===== config.mk =====
export PLATFORM = sky130hd
export DESIGN_NAME = mc_controller
export DESIGN_NICKNAME = d
export VERILOG_FILES = /design/src/rtl/mc_ctrl_pkg.sv /design/src/rtl/mc_decode.sv /design/src/rtl/mc_controller.sv
export SDC_FILE = /design/constraint.sdc
export NUM_CORES = 1
export LEC_CHECK = 0
export ABC_AREA = 1
export CAP_MARGIN = 25
export CORE_UTILIZATION = 55
export CTS_CLUSTER_DIAMETER = 80
export DETAILED_ROUTE_END_ITERATION = 10
export HOLD_SLACK_MARGIN = 0.02
export PLACE_DENSITY = 0.87
export SLEW_MARGIN = 10
export SYNTH_ARGS = -nofsm -noshare
export SYNTH_HDL_FRONTEND = slang
export SYNTH_HIERARCHICAL = 1
export SYNTH_SLANG_ARGS = --single-unit
export TNS_END_PERCENT = 100

===== constraint.sdc =====
create_clock -name clk -period 3.25 [get_ports clk]
set_clock_uncertainty 0.05 [all_clocks]
set_input_delay 0.4875 -clock clk [delete_from_list [all_inputs] [get_ports clk]]
set_output_delay 0.4875 -clock clk [all_outputs]
set_load 0.01 [all_outputs]

===== src/rtl/mc_ctrl_pkg.sv =====
// Shared encodings for the multi-cycle MIPS controller: FSM states, opcode and
// funct constants, datapath select codes and the one-hot instruction class.
package mc_ctrl_pkg;

    typedef enum logic [2:0] {
        ST_FETCH  = 3'd0,
        ST_DECODE = 3'd1,
        ST_EXEC   = 3'd2,
        ST_MEM    = 3'd3,
        ST_WB     = 3'd4
    } state_e;

    localparam logic [5:0] OP_RTYPE = 6'h00;
    localparam logic [5:0] OP_ORI   = 6'h0D;
    localparam logic [5:0] OP_LUI   = 6'h0F;
    localparam logic [5:0] OP_LW    = 6'h23;
    localparam logic [5:0] OP_SW    = 6'h2B;
    localparam logic [5:0] OP_BEQ   = 6'h04;
    localparam logic [5:0] OP_JAL   = 6'h03;

    localparam logic [5:0] FN_ADDU  = 6'h21;
    localparam logic [5:0] FN_SUBU  = 6'h23;
    localparam logic [5:0] FN_JR    = 6'h08;

    localparam logic [2:0] ALU_ADD  = 3'd0;
    localparam logic [2:0] ALU_SUB  = 3'd1;
    localparam logic [2:0] ALU_OR   = 3'd2;

    localparam logic [1:0] EXT_ZERO = 2'd0;
    localparam logic [1:0] EXT_SIGN = 2'd1;
    localparam logic [1:0] EXT_LUI  = 2'd2;

    localparam logic [1:0] NPC_PC4    = 2'd0;
    localparam logic [1:0] NPC_BRANCH = 2'd1;
    localparam logic [1:0] NPC_JAL    = 2'd2;
    localparam logic [1:0] NPC_JR     = 2'd3;

    localparam logic [1:0] A3_RD    = 2'd0;
    localparam logic [1:0] A3_RT    = 2'd1;
    localparam logic [1:0] A3_RA    = 2'd2;

    localparam logic [1:0] WD_ALU   = 2'd0;
    localparam logic [1:0] WD_DM    = 2'd1;
    localparam logic [1:0] WD_EXT   = 2'd2;
    localparam logic [1:0] WD_PC    = 2'd3;

    // Exactly one field is set for any opcode/funct pair.
    typedef struct packed {
        logic rtype_add;
        logic rtype_sub;
        logic ori;
        logic lui;
        logic lw;
        logic sw;
        logic beq;
        logic jal;
        logic jr;
        logic none;
    } instr_class_t;

endpackage


===== src/rtl/mc_decode.sv =====
// Combinational instruction classifier: opcode/funct to one-hot class.
// Anything not recognised (including the all-zero nop) lands in 'none'.
module mc_decode
    import mc_ctrl_pkg::*;
(
    input  logic [5:0]   opcode,
    input  logic [5:0]   funct,
    output instr_class_t cls
);

    // Map the instruction fields to exactly one class bit.
    always_comb begin
        cls = '0;
        unique case (opcode)
            OP_RTYPE: begin
                unique case (funct)
                    FN_ADDU: cls.rtype_add = 1'b1;
                    FN_SUBU: cls.rtype_sub = 1'b1;
                    FN_JR:   cls.jr        = 1'b1;
                    default: cls.none      = 1'b1;
                endcase
            end
            OP_ORI:  cls.ori  = 1'b1;
            OP_LUI:  cls.lui  = 1'b1;
            OP_LW:   cls.lw   = 1'b1;
            OP_SW:   cls.sw   = 1'b1;
            OP_BEQ:  cls.beq  = 1'b1;
            OP_JAL:  cls.jal  = 1'b1;
            default: cls.none = 1'b1;
        endcase
    end

endmodule


===== src/rtl/mc_controller.sv =====
// Multi-cycle MIPS control unit: FETCH/DECODE/EXEC/MEM/WB sequencer with
// combinational per-state enables and selects, plus a retired-instruction count.
// Optional feature macro: MC_CTRL_DM_WAIT_EN adds dm_ready and stalls MEM until it is 1.
module mc_controller
    import mc_ctrl_pkg::*;
(
    input  logic        clk,
    input  logic        Reset,
    input  logic [5:0]  opcode,
    input  logic [5:0]  funct,
    input  logic        Zero,
`ifdef MC_CTRL_DM_WAIT_EN
    input  logic        dm_ready,
`endif
    output logic        PC_WE,
    output logic        IR_WE,
    output logic        GRF_WE,
    output logic        DM_WE,
    output logic [1:0]  NPCOp,
    output logic [2:0]  ALUOp,
    output logic        ALU_B_MUX,
    output logic [1:0]  EXTOp,
    output logic [1:0]  GRF_A3_MUX,
    output logic [1:0]  GRF_WD_MUX,
    output logic [2:0]  state,
    output logic [31:0] retired
);

    state_e       state_reg, state_next;
    logic [31:0]  retired_reg;
    instr_class_t cls;
    logic         mem_done;
    logic         pc_we_raw, ir_we_raw, grf_we_raw, dm_we_raw;

    mc_decode u_decode (
        .opcode (opcode),
        .funct  (funct),
        .cls    (cls)
    );

`ifdef MC_CTRL_DM_WAIT_EN
    assign mem_done = dm_ready;
`else
    assign mem_done = 1'b1;
`endif

    // State register; reset aborts whatever instruction is in flight.
    always_ff @(posedge clk or posedge Reset) begin
        if (Reset) state_reg <= ST_FETCH;
        else       state_reg <= state_next;
    end

    // Count an instruction each time the sequencer returns to FETCH.
    always_ff @(posedge clk or posedge Reset) begin
        if (Reset)
            retired_reg <= '0;
        else if (state_reg != ST_FETCH && state_next == ST_FETCH)
            retired_reg <= retired_reg + 32'd1;
    end

    // Next-state selection by instruction class.
    always_comb begin
        state_next = ST_FETCH;
        unique case (state_reg)
            ST_FETCH:  state_next = ST_DECODE;
            ST_DECODE: begin
                if (cls.lui || cls.jal)
                    state_next = ST_WB;
                else if (cls.rtype_add || cls.rtype_sub || cls.ori ||
                         cls.lw || cls.sw || cls.beq)
                    state_next = ST_EXEC;
                else
                    state_next = ST_FETCH;
            end
            ST_EXEC: begin
                if (cls.lw || cls.sw)
                    state_next = ST_MEM;
                else if (cls.rtype_add || cls.rtype_sub || cls.ori)
                    state_next = ST_WB;
                else
                    state_next = ST_FETCH;
            end
            ST_MEM: begin
                if (!mem_done)
                    state_next = ST_MEM;
                else if (cls.lw)
                    state_next = ST_WB;
                else
                    state_next = ST_FETCH;
            end
            ST_WB:     state_next = ST_FETCH;
            default:   state_next = ST_FETCH;
        endcase
    end

    // Per-state enables and selects; anything not driven below stays 0.
    always_comb begin
        pc_we_raw  = 1'b0;
        ir_we_raw  = 1'b0;
        grf_we_raw = 1'b0;
        dm_we_raw  = 1'b0;
        NPCOp      = NPC_PC4;
        ALUOp      = ALU_ADD;
        ALU_B_MUX  = 1'b0;
        EXTOp      = EXT_ZERO;
        GRF_A3_MUX = A3_RD;
        GRF_WD_MUX = WD_ALU;
        unique case (state_reg)
            ST_FETCH: begin
                ir_we_raw = 1'b1;
                pc_we_raw = 1'b1;
            end
            ST_DECODE: begin
                if (cls.jr) begin
                    pc_we_raw = 1'b1;
                    NPCOp     = NPC_JR;
                end
            end
            ST_EXEC: begin
                if (cls.rtype_sub) begin
                    ALUOp = ALU_SUB;
                end else if (cls.ori) begin
                    ALUOp     = ALU_OR;
                    ALU_B_MUX = 1'b1;
                end else if (cls.lw || cls.sw) begin
                    ALU_B_MUX = 1'b1;
                    EXTOp     = EXT_SIGN;
                end else if (cls.beq) begin
                    ALUOp     = ALU_SUB;
                    pc_we_raw = Zero;
                    NPCOp     = NPC_BRANCH;
                end
            end
            ST_MEM: begin
                dm_we_raw = cls.sw;
            end
            ST_WB: begin
                grf_we_raw = 1'b1;
                if (cls.ori) begin
                    GRF_A3_MUX = A3_RT;
                end else if (cls.lui) begin
                    EXTOp      = EXT_LUI;
                    GRF_A3_MUX = A3_RT;
                    GRF_WD_MUX = WD_EXT;
                end else if (cls.lw) begin
                    GRF_A3_MUX = A3_RT;
                    GRF_WD_MUX = WD_DM;
                end else if (cls.jal) begin
                    GRF_A3_MUX = A3_RA;
                    GRF_WD_MUX = WD_PC;
                    pc_we_raw  = 1'b1;
                    NPCOp      = NPC_JAL;
                end
            end
            default: ;
        endcase
    end

    // Write enables are suppressed for as long as Reset is held.
    assign PC_WE   = pc_we_raw  & ~Reset;
    assign IR_WE   = ir_we_raw  & ~Reset;
    assign GRF_WE  = grf_we_raw & ~Reset;
    assign DM_WE   = dm_we_raw  & ~Reset;
    assign state   = state_reg;
    assign retired = retired_reg;

endmodule


==> results of run 1 <==
layout make-up:
cell class | instances | area (um2) | area share
clock buffer | 7 | 76.32 | 0.02131
clock inverter | 1 | 5.005 | 0.001397
inverter | 55 | 206.4 | 0.05763
multi-input combinational | 366 | 1679 | 0.4687
sequential | 35 | 875.8 | 0.2445
tap | 67 | 83.83 | 0.02340
timing repair buffer | 66 | 655.6 | 0.1830
layer usage:
metal / global-route usage / vias to the layer above / part of all wire
met1: 0.3966 / 1410 / 0.44
li1: - / 1560 / -
met2: 0.4862 / 131 / 0.46
met3: 0.04801 / 26 / 0.067
met4: 0.1303 / 0 / 0.027
met5: 0 / - / 0
path summary, 6_finish.rpt:
kind / endpoint / slack, ns / start / cells after the start
max: PC_WE / 0.22 / opcode[2] / 12
min: retired[1] / 0.55 / retired[1] / 2
max reg2reg: retired[28] / 1.42 / retired[0] / 10
min reg2reg: retired[1] / 0.55 / retired[1] / 2
max in group asynchronous: retired[30] / 2.16 / Reset / 3
min in group asynchronous: retired[22] / 0.68 / Reset / 3
power groups by stage:
stage	combinational [mW]	sequential (mW)	clock, mW
3_3_place_gp	0.722	0.644	0
5_1_grt	0.822	0.655	0.335
6_report	0.749	0.643	0.310
4_1_cts	0.749	0.640	0.311
2_1_floorplan	0.453	0.662	0
3_5_place_dp	0.742	0.645	0
critical path: stages:
cell and delay [ns]:
clkdlybuf4s50_1 0.55, nor2_2 0.08, nand3_1 0.08, inv_1 0.06
inv_2 0.09, nand3_1 0.08, nor2_1 0.14, nand2_1 0.08
o21ai_0 0.15, nor2_1 0.06, nor2_1 0.08, clkdlybuf4s50_1 0.54
placed cells by master, fill, tap and decap left out, types with 2 or more instances in the layout:
cell type        instances
xor2_1                   8
clkbuf_1                 2
nor3_1                   2
inv_2                    4
dfrtp_1                 35
buf_4                    2
nand3_1                 27
o21bai_1                15
nand2_2                  5
xnor2_1                  4
nor2_1                  82
inv_1                   51
clkbuf_8                 5
nor2_4                   4
nand2_1                180
o21ai_0                 23
nand4_1                  3
nand3_2                  2
clkdlybuf4s50_1         64
nor2_2                   3
through the flow:
stage / area (um2) / power [mW] / util
final: 3582 / 1.703 / 0.7388
after global routing: 3582 / 1.812 / 0.7388
after CTS: 3582 / 1.699 / 0.7388
after detailed placement: 3501 / 1.387 / 0.7221
after global placement: 3501 / 1.366 / 0.7221
after floorplan: 2835 / 1.115 / -
==> results.cfg, run 1 <==
[status]
outcome = finished clean

[power]
p_seq_frac = 0.378
intPower_mw = 0.9896
p_switching_mw = 0.7129
p_leak_nw = 1.748
pwr-share-comb = 0.440
p_sw_frac = 0.4188
p_per_area_nw_per_um2 = 475.3
ir_drop_mv = 0.4468
clock_power_share = 0.182

[finish]
stdcell_count = 597
largest_reg_flops = 32
num-fill-cells = 412
diodes = 0
drive_gt1_frac = 0.05472
area_growth_pct = 26.35
nNetsFinal = 545

[placed_design]
hpwl_mm = 5.583
pre_cts_slack_ns = 0.2212
gp_congestion = 0.9346
dp_cells = 589
io_buffers = 64

[global_route]
grt-ovfl-total = 0
grt_max_degree = 36
antenna_found_initial = 0
grt_pass1_vias = 2790
gr-usage-all-layers = 0.3007
grt_pass1_wl_mm = 12.63

[sta]
fmaxAchievable_mhz = 329.8
final_max_slew_viol_count = 0
hold_viol_final = 0
fin_ws_ns = 0.2179
setup_viol = 0
rsz0062_at_grt = no
period_needed_ns = 3.032
finalSetupTns_ns = 0
timing.final.crit_share = 0.9330
finalHoldWorstSlack_ns = 0.5460

[floorplanning]
start_util = 0.5848
die_y_um = 73.80
die_w_um = 73.80
core-area_um2 = 4848
rows = 25
die_area_um2 = 5446
io_pins = 66

[route]
drt_wl_total_mm = 7.537
post_drt_via_cell_ratio = 5.238
drc = 0
drt_iter0_drc = 192
routed-via-count = 3127
ant_nets = 0
firstDrtPassIters = 5
wl_per_cell_um = 12.62

[setup_path]
path_class = input port to output port
cp_data_required_time_ns = 2.71
worstPathArrival_ns = 2.49
cp-start-kind = input port
crit_fanout = 5
end_kind = output port

[synthesis]
synthesis.nets = 482
syn_inst = 466
syn_avg_cell_area_um2 = 6.084
syn-cell-area_um2 = 2835
ys_warn_count = 6

[worst_hold_path]
hp-class = flop to flop

[clock_network]
cts_tree = done
holdBufCountCts = 0
cts_buffer_depth = 2
clk_pin_slew_worst_paths_ns = 0.07
clk_latency_ns = 0.29
cts_resized = 0
clock_sinks = 35
post-cts-setup-buffers = 0
cts_htree_levels = 2
cts_buffers = 5
root_buffer = clkbuf_8

[flow_run]
max_cap_viol_count = 0
Note: power is estimated with default switching activity, not from simulation.
==> run 2: changes to the inputs <==
- CORE_MARGIN: default -> 8
- CORE_UTILIZATION: 55 -> 30
- PLACE_DENSITY: 0.87 -> 0.52
==> results.cfg, run 2 (synthesized netlist as in run 1, its figures left out) <==
[status]
outcome = finished clean

[clock_network]
root_buffer = clkbuf_8
clk_pin_slew_worst_paths_ns = 0.08
clk_latency_ns = 0.30
cts_tree = done
cts_buffer_depth = 2
holdBufCountCts = 0
cts_buffers = 5
clock_sinks = 35
cts_htree_levels = 2
post-cts-setup-buffers = 0
cts_resized = 0

[floorplanning]
die_w_um = 113.2
die_area_um2 = 12820
io_pins = 66
rows = 35
start_util = 0.3083
die_y_um = 113.2
core-area_um2 = 9196

[setup_path]
rrSetupSlack_ns = 1.38
end_kind = output port
regToRegEndpoint = retired[27]
crit_fanout = 5
cp_data_required_time_ns = 2.71
worstPathArrival_ns = 2.52
path_class = input port to output port
r2r_start = state[1]
worstSetupStartpoint = opcode[2]
worstRegToRegCells = 8
endpoint = PC_WE
cp-start-kind = input port

[finish]
final_cell_mix = nand2_1, nor2_1, clkdlybuf4s50_1, inv_1, dfrtp_1
drive_gt1_frac = 0.05660
num-fill-cells = 1024
nNetsFinal = 545
largest_reg_flops = 32
multiInputGateArea_um2 = 1679
layout_commonest_cell = nand2_1
finalInstanceArea_um2 = 3641
diodes = 0
regArea_um2 = 875.8
area_growth_pct = 28.42
utilization = 0.3959

[route]
firstDrtPassIters = 5
routed-via-count = 2996
wl_per_cell_um = 13.55
ant_nets = 0
drt_iter0_drc = 129
post_drt_via_cell_ratio = 4.674
drt_wl_total_mm = 8.688
drc = 0

[power]
p_per_area_nw_per_um2 = 473.2
pwr-share-comb = 0.438
p_switching_mw = 0.7339
p_leak_nw = 1.747
p_seq_frac = 0.374
intPower_mw = 0.9889
p_sw_frac = 0.4260
clock_power_share = 0.187
ir_drop_mv = 0.2206

[worst_hold_path]
worstHoldStart = retired[1]
hp-class = flop to flop

[placed_design]
io_buffers = 64
pre_cts_slack_ns = 0.1989
hpwl_mm = 6.602
gp_congestion = 0.8546
post_dp_cell_area_um2 = 3556

[global_route]
grt-ovfl-total = 0
grt_max_degree = 36
antenna_found_initial = 0
grt_pass1_wl_mm = 14.51
grt_pass1_vias = 2951
gr-usage-all-layers = 0.1377

[sta]
hold_viol_final = 0
fmaxAchievable_mhz = 327.3
timing.final.crit_share = 0.9402
period_needed_ns = 3.056
finalSetupTns_ns = 0
finalHoldWorstSlack_ns = 0.5259
final_max_slew_viol_count = 0
setup_viol = 0
fin_ws_ns = 0.1943
rsz0062_at_grt = no

[flow_run]
max_cap_viol_count = 0
==> run 2: cell count changes in the layout (fill, tap and decap cells not counted), sizes merged <==
cell / delta
clkinvlp: +1
clkbuf: -1
==> run 2: stage by stage <==
stage                     total power, mW  instances
after global routing                1.862        641
final                               1.723        641
after floorplan                     1.115        466
after global placement              1.408        633
after CTS                           1.745        641
after detailed placement            1.414        633
==> run 2: power groups by stage <==
stage               registers, mW  logic (mW)  clock network (mW)
floorplan                   0.662       0.453                   0
global placement            0.653       0.755                   0
detailed placement          0.652       0.762                   0
CTS                         0.646       0.767               0.333
global route                0.663       0.851               0.349
finish                      0.645       0.755               0.323
==> run 2: cell type report <==
type,instances,area share
multi-input cells,366,0.4612
flip-flops and latches,35,0.2405
repair buffers,66,0.1801
inverters,55,0.05670
well taps,111,0.03814
clock buffers,6,0.01993
clock inverters,2,0.003436
==> run 2: routing by layer <==
layer / vias to the layer above / GRT usage / routed length, um
li1: 1561 / - / -
met5: - / 0 / 0
met4: 0 / 0.02842 / 76
met1: 1351 / 0.1758 / 4109
met3: 7 / 0.03514 / 538
met2: 77 / 0.2286 / 3964
==> run 2: worst max-delay path: stages <==
cell and delay (ns):
clkdlybuf4s50_1 0.55, nor2_2 0.08, nand3_1 0.09, inv_1 0.07
inv_2 0.09, nand3_1 0.08, nor2_1 0.14, nand2_1 0.09
o21ai_0 0.16, nor2_1 0.05, nor2_1 0.07, clkdlybuf4s50_1 0.54
==> run 2: worst min path at each step <==
stage	end	slack, ns	cells after the start
6_report	retired[1]	0.53	2
5_1_grt	retired[9]	0.58	2
4_1_cts	retired[1]	0.54	2
3_5_place_dp	retired[1]	0.52	2
3_3_place_gp	retired[1]	0.51	2
2_1_floorplan	retired[1]	0.53	2
